--- config.mk ---
export PLATFORM = sky130hd
export DESIGN_NAME = fetch_unit
export DESIGN_NICKNAME = d
export VERILOG_FILES = /design/src/rtl/fetch_pkg.sv /design/src/rtl/fetch_fifo.sv /design/src/rtl/fetch_unit.sv
export SDC_FILE = /design/constraint.sdc
export NUM_CORES = 1
export LEC_CHECK = 0
export BUFFER_PORTS_ARGS = -buffer_cell sky130_fd_sc_hd__buf_2
export CAP_MARGIN = 20
export CORE_ASPECT_RATIO = 0.75
export CORE_UTILIZATION = 51
export CTS_BUF_LIST = sky130_fd_sc_hd__clkbuf_4 sky130_fd_sc_hd__clkbuf_8
export CTS_CLUSTER_DIAMETER = 100
export DETAILED_ROUTE_END_ITERATION = 8
export MAX_ROUTING_LAYER = met4
export PLACE_DENSITY = 0.87
export SYNTH_ARGS = -nofsm -noshare
export SYNTH_HDL_FRONTEND = slang
export SYNTH_SLANG_ARGS = --single-unit
--- constraint.sdc ---
create_clock -name clk -period 6.5 [get_ports clk]
set_clock_uncertainty 0.05 [all_clocks]
set_input_delay 0.975 -clock clk [delete_from_list [all_inputs] [get_ports clk]]
set_output_delay 0.975 -clock clk [all_outputs]
set_load 0.02 [all_outputs]
--- src/rtl/fetch_pkg.sv ---
// Shared types and defaults for the instruction fetch unit and its prefetch buffer.
package fetch_pkg;

  localparam logic [31:0] DefaultResetPc = 32'h0000_0000;
  localparam int unsigned DefaultDepth   = 2;

  typedef enum logic {
    StRun,
    StFlush
  } fetch_state_e;

  typedef struct packed {
    logic [31:0] pc;
    logic [31:0] instr;
  } fetch_entry_t;

endpackage

--- src/rtl/fetch_fifo.sv ---
// Prefetch buffer: small circular FIFO of fetched instructions with flush.
module fetch_fifo
  import fetch_pkg::*;
#(
  parameter int unsigned Depth = DefaultDepth,
  parameter int unsigned CntW  = $clog2(Depth + 1)
) (
  input  logic            clk_i,
  input  logic            flush_i,
  input  logic            push_i,
  input  fetch_entry_t    entry_i,
  input  logic            pop_i,
  output fetch_entry_t    head_o,
  output logic [CntW-1:0] count_o
);

  localparam int unsigned PtrW = (Depth > 1) ? $clog2(Depth) : 1;

  fetch_entry_t    mem_q [Depth];
  logic [PtrW-1:0] rd_ptr_q, wr_ptr_q;
  logic [CntW-1:0] count_q;
  logic            pop_ok, push_ok;

  function automatic logic [PtrW-1:0] ptr_inc(input logic [PtrW-1:0] p);
    return (p == PtrW'(Depth - 1)) ? '0 : p + PtrW'(1);
  endfunction

  assign pop_ok  = pop_i & (count_q != '0);
  // A simultaneous pop frees the head slot, so a push into a full buffer is legal then.
  assign push_ok = push_i & ((count_q < CntW'(Depth)) | pop_ok);

  always_ff @(posedge clk_i) begin
    if (flush_i) begin
      rd_ptr_q <= '0;
      wr_ptr_q <= '0;
      count_q  <= '0;
    end else begin
      if (push_ok) begin
        mem_q[wr_ptr_q] <= entry_i;
        wr_ptr_q        <= ptr_inc(wr_ptr_q);
      end
      if (pop_ok) begin
        rd_ptr_q <= ptr_inc(rd_ptr_q);
      end
      count_q <= count_q + CntW'(push_ok) - CntW'(pop_ok);
    end
  end

  assign head_o  = mem_q[rd_ptr_q];
  assign count_o = count_q;

endmodule

--- src/rtl/fetch_unit.sv ---
// Instruction fetch unit: issues sequential word fetches, buffers responses, handles redirects.
module fetch_unit
  import fetch_pkg::*;
#(
  parameter logic [31:0] RESET_PC = DefaultResetPc,
  parameter int unsigned DEPTH    = DefaultDepth
) (
  input  logic        clk,
  input  logic        rst,
  output logic        imem_req,
  output logic [31:0] imem_addr,
  input  logic [31:0] imem_rdata,
  input  logic        redirect_valid,
  input  logic [31:0] redirect_pc,
  output logic        instr_valid,
  input  logic        instr_ready,
  output logic [31:0] instr,
  output logic [31:0] instr_pc
);

  localparam int unsigned CntW = $clog2(DEPTH + 1);

  fetch_state_e    state_q;
  logic [31:0]     fetch_pc_q, inflight_pc_q;
  logic            inflight_q;
  logic [CntW-1:0] count;
  logic [CntW:0]   occupancy, limit;
  logic            pop, push, flush;
  fetch_entry_t    head, push_entry;

  assign instr_valid = rst & ~redirect_valid & (count != '0);
  assign pop         = instr_valid & instr_ready;

  // Issue only if the buffer can still absorb every outstanding response after this pop.
  assign occupancy = {1'b0, count} + {{CntW{1'b0}}, inflight_q};
  assign limit     = (CntW + 1)'(DEPTH) + {{CntW{1'b0}}, pop};
  assign imem_req  = rst & (state_q == StRun) & ~redirect_valid & (occupancy < limit);
  assign imem_addr = fetch_pc_q;

  // A response returning in a redirect or reset cycle is killed.
  assign push       = rst & ~redirect_valid & inflight_q;
  assign flush      = ~rst | redirect_valid;
  assign push_entry = '{pc: inflight_pc_q, instr: imem_rdata};

  always_ff @(posedge clk) begin
    if (!rst) begin
      state_q       <= StRun;
      fetch_pc_q    <= RESET_PC;
      inflight_q    <= 1'b0;
      inflight_pc_q <= RESET_PC;
    end else if (redirect_valid) begin
      state_q    <= StFlush;
      fetch_pc_q <= {redirect_pc[31:2], 2'b00};
      inflight_q <= 1'b0;
    end else begin
      state_q    <= StRun;
      inflight_q <= imem_req;
      if (imem_req) begin
        inflight_pc_q <= fetch_pc_q;
        fetch_pc_q    <= fetch_pc_q + 32'd4;
      end
    end
  end

  fetch_fifo #(
    .Depth(DEPTH),
    .CntW (CntW)
  ) u_fifo (
    .clk_i  (clk),
    .flush_i(flush),
    .push_i (push),
    .entry_i(push_entry),
    .pop_i  (pop),
    .head_o (head),
    .count_o(count)
  );

  assign instr    = head.instr;
  assign instr_pc = head.pc;

endmodule

==> results.json <==
{
  "ys_seq_area_share_pct": 66.8,
  "via_count": 5257,
  "netlist_instances": 583,
  "grt_max_degree": 57,
  "wl_per_cell_um": 16.6,
  "worst_slack_ns": 2.87,
  "routabilityCongestion": 0.916,
  "post-place-cells": 920,
  "fillers": 1112,
  "maxCapViolCount": 0,
  "drc_errors": 0,
  "hold_violations": 0,
  "cts_hold_repair.buffers": 0,
  "diodes": 0,
  "slew_viol_final": 0,
  "insertion_delay_ns": 0.45,
  "drt-initial-drc-count": 433,
  "num_io_pins": 166,
  "root_buffer": "clkbuf_8",
  "rsz0062_at_grt": "no",
  "vias_per_cell": 5.52,
  "vdd_drop_max_mv": 0.123,
  "status": "finished, final reports clean",
  "tightest_slew_ns": 0.849,
  "path_max_fanout": 25,
  "fin_crit_sh_pct": 55.8,
  "dp_hpwl_um": 10500,
  "setup_viol": 0,
  "hold_path_depth": 0,
  "area_growth_pct": 18.1,
  "cts_buffer_depth": 2,
  "seq_area_sq_um": 5070,
  "r2r_end": "imem_addr[16]$_SDFFE_PN0P_",
  "start_util_pct": 52.3,
  "synth_seq_cells": 191,
  "h-tree-depth": 4,
  "p_per_area_nw_per_um2": 253,
  "crit_required_ns": 5.47,
  "synth_area_sq_um": 7580,
  "yosysWarnings": 0,
  "firstDrtPassIters": 5,
  "total_power_mw": 2.26,
  "fin_nets": 811,
  "timing.fmax_mhz": 276,
  "drive_gt1_share_pct": 36.0,
  "die_h_um": 108,
  "multiInputGateArea_sq_um": 2350,
  "postRouteAntennaNets": 0,
  "fin_setup_tns_ns": 0,
  "hold_class": "flop to flop",
  "hold_start": "inflight_pc_q[29]$_SDFFE_PN0P_",
  "track_usage_pct": 21.7,
  "die_w_um": 143,
  "slew-limit-headroom_pct": 43.3,
  "rows": 38,
  "path_clk_slew_ns": 0.10,
  "cts_sinks": 191,
  "avgSynthCellArea_sq_um": 13.0,
  "place_ws_ns": 2.90,
  "dieArea_sq_um": 15400,
  "worst-r2r-cell-count": 6,
  "synth-edff-count": 124,
  "io_buffers": 159,
  "cts_tree": "done",
  "worstSetupEndpointType": "primary output",
  "worstPathArrival_ns": 2.60,
  "grt-ovfl-total": 0,
  "crit_path_start_kind": "primary input",
  "numCtsBuffers": 17,
  "fin_cells": 952,
  "worstSetupPathType": "primary input to primary output",
  "fin_crit_ns": 3.63,
  "synth_cell_types": 53,
  "r2r_setup_slack_ns": 3.79,
  "cts_setup_buffers": 0,
  "async_flop_share_pct": 0,
  "rr_startpoint": "imem_addr[2]$_SDFFE_PN0P_",
  "cts_resized": 0,
  "grt_pass1_vias": 4867,
  "synth_ff_type": "edfxtp_1",
  "antenna_found_initial": 0,
  "routed_wl_um": 15800,
  "grt_pass1_wl_um": 24600,
  "design.core.area_sq_um": 14500,
  "hold_end": "u_fifo.mem_q[1][61]$_DFFE_PP_",
  "p_leak_nw": 3.40
}
-- per-stage QoR --
stage,instance area (sq um),hold WS (ns),util (%)
4_1_cts,8950,0.412,61.8
3_3_place_gp,8540,0.381,58.9
6_report,8950,0.412,61.8
2_1_floorplan,7590,0.375,-
3_5_place_dp,8540,0.391,58.9
5_1_grt,8950,0.418,61.8
-- layout by cell type, fill, tap and decap left out, types with 5 or more instances in the layout --
cell type,n
a21oi_1,40
a22oi_1,5
buf_2,159
buf_4,5
clkbuf_8,17
dfxtp_1,66
edfxtp_1,124
inv_1,8
mux2_2,65
nand2_1,99
nand3_1,12
nand4_1,10
nor2_1,23
nor3_1,5
o211ai_1,6
o21a_1,6
o21ai_0,7
o311ai_0,6
o31ai_1,6
-- sequential cells by signal (all words and copies together), names as in the netlist, named ones only --
| name | flops |
|---|---|
| u_fifo.mem_q | 124 |
| imem_addr | 30 |
| inflight_pc_q | 30 |
| u_fifo.count_o | 2 |
| inflight_q | 1 |
| state_q | 1 |
| u_fifo.rd_ptr_q | 1 |
| u_fifo.wr_ptr_q | 1 |
-- synthesized netlist by cell type (all sizes together), types with 2 or more instances --
master,number,area share (%)
a31oi,4,0.33
or3,4,0.33
and3,2,0.16
or4,3,0.30
o311ai,6,0.69
nand2b,2,0.16
nor3,7,0.46
nand4,10,0.82
o311a,3,0.40
xor2,3,0.35
o31ai,6,0.59
o22ai,2,0.16
mux2,65,9.7
o31a,2,0.23
a221o,4,0.53
nand3,12,0.79
nand2,100,5.0
dfxtp,67,18
inv,9,0.45
o21ai,8,0.53
nor4,4,0.61
ha,4,0.66
nor2,24,1.4
clkbuf,19,0.94
o21a,6,0.59
a22oi,5,0.50
clkinv,2,0.099
edfxtp,124,49
o211a,4,0.53
o211ai,6,0.59
nor2b,2,0.26
xnor2,4,0.46
buf,11,1.0
a21oi,40,2.6
-- critical path, cell delays in order --
cell,delay [ns]
buf_2,0.43
nand2b_1,0.59
nor2_1,0.19
nand2_1,0.14
clkinv_1,0.10
buf_2,0.17
-- report_power, final --
group	internal [mW]	leakage, nW	switching, mW
sequential	1.31	1.75	0.0268
combinational	0.0494	1.44	0.0847
clock	0.362	0.212	0.433
total	1.72	3.40	0.544
-- worst max-delay path by stage --
stage	start	endpoint	slack (ns)	depth (start not counted)
finish	redirect_valid	imem_req	2.87	6
floorplan	redirect_valid	u_fifo.mem_q[0][0]$_DFFE_PP_	0.07	4
global placement	redirect_valid	u_fifo.mem_q[0][10]$_DFFE_PP_	2.94	4
CTS	redirect_valid	imem_req	2.91	6
global route	redirect_valid	imem_req	2.76	6
detailed placement	redirect_valid	u_fifo.mem_q[1][10]$_DFFE_PP_	2.90	4
-- logic make-up after synthesis --
group	count (synthesis)	share of synthesized area, %
AOI/OAI and AO/OA	100	8.76
muxes	66	9.78
buffers and inverters	41	2.49
adders and majority gates	4	0.660
other	1	0.0494
DFF	191	66.8
and+or+nand+nor	173	10.7
xor gates and xnor gates	7	0.808
-- layout make-up --
class                      count  area share (%)
clock buffer                  18            2.70
clock inverter                14            1.91
inverter                      11           0.461
multi-input combinational    354            26.3
sequential                   191            56.6
tap                          200            2.79
timing repair buffer         164            9.31
-- metal layers --
| metal | wire length, um | vias up | share of wire [%] | GRT usage (%) |
|---|---|---|---|---|
| li1 | - | 2467 | - | - |
| met1 | 6900 | 2501 | 44 | 27.8 |
| met2 | 7260 | 274 | 46 | 34.4 |
| met3 | 1490 | 15 | 9.5 | 5.47 |
| met4 | 138 | 0 | 0.87 | 5.99 |
| met5 | 0 | - | 0 | - |
No activity file was read; power rests on OpenSTA's default activity.
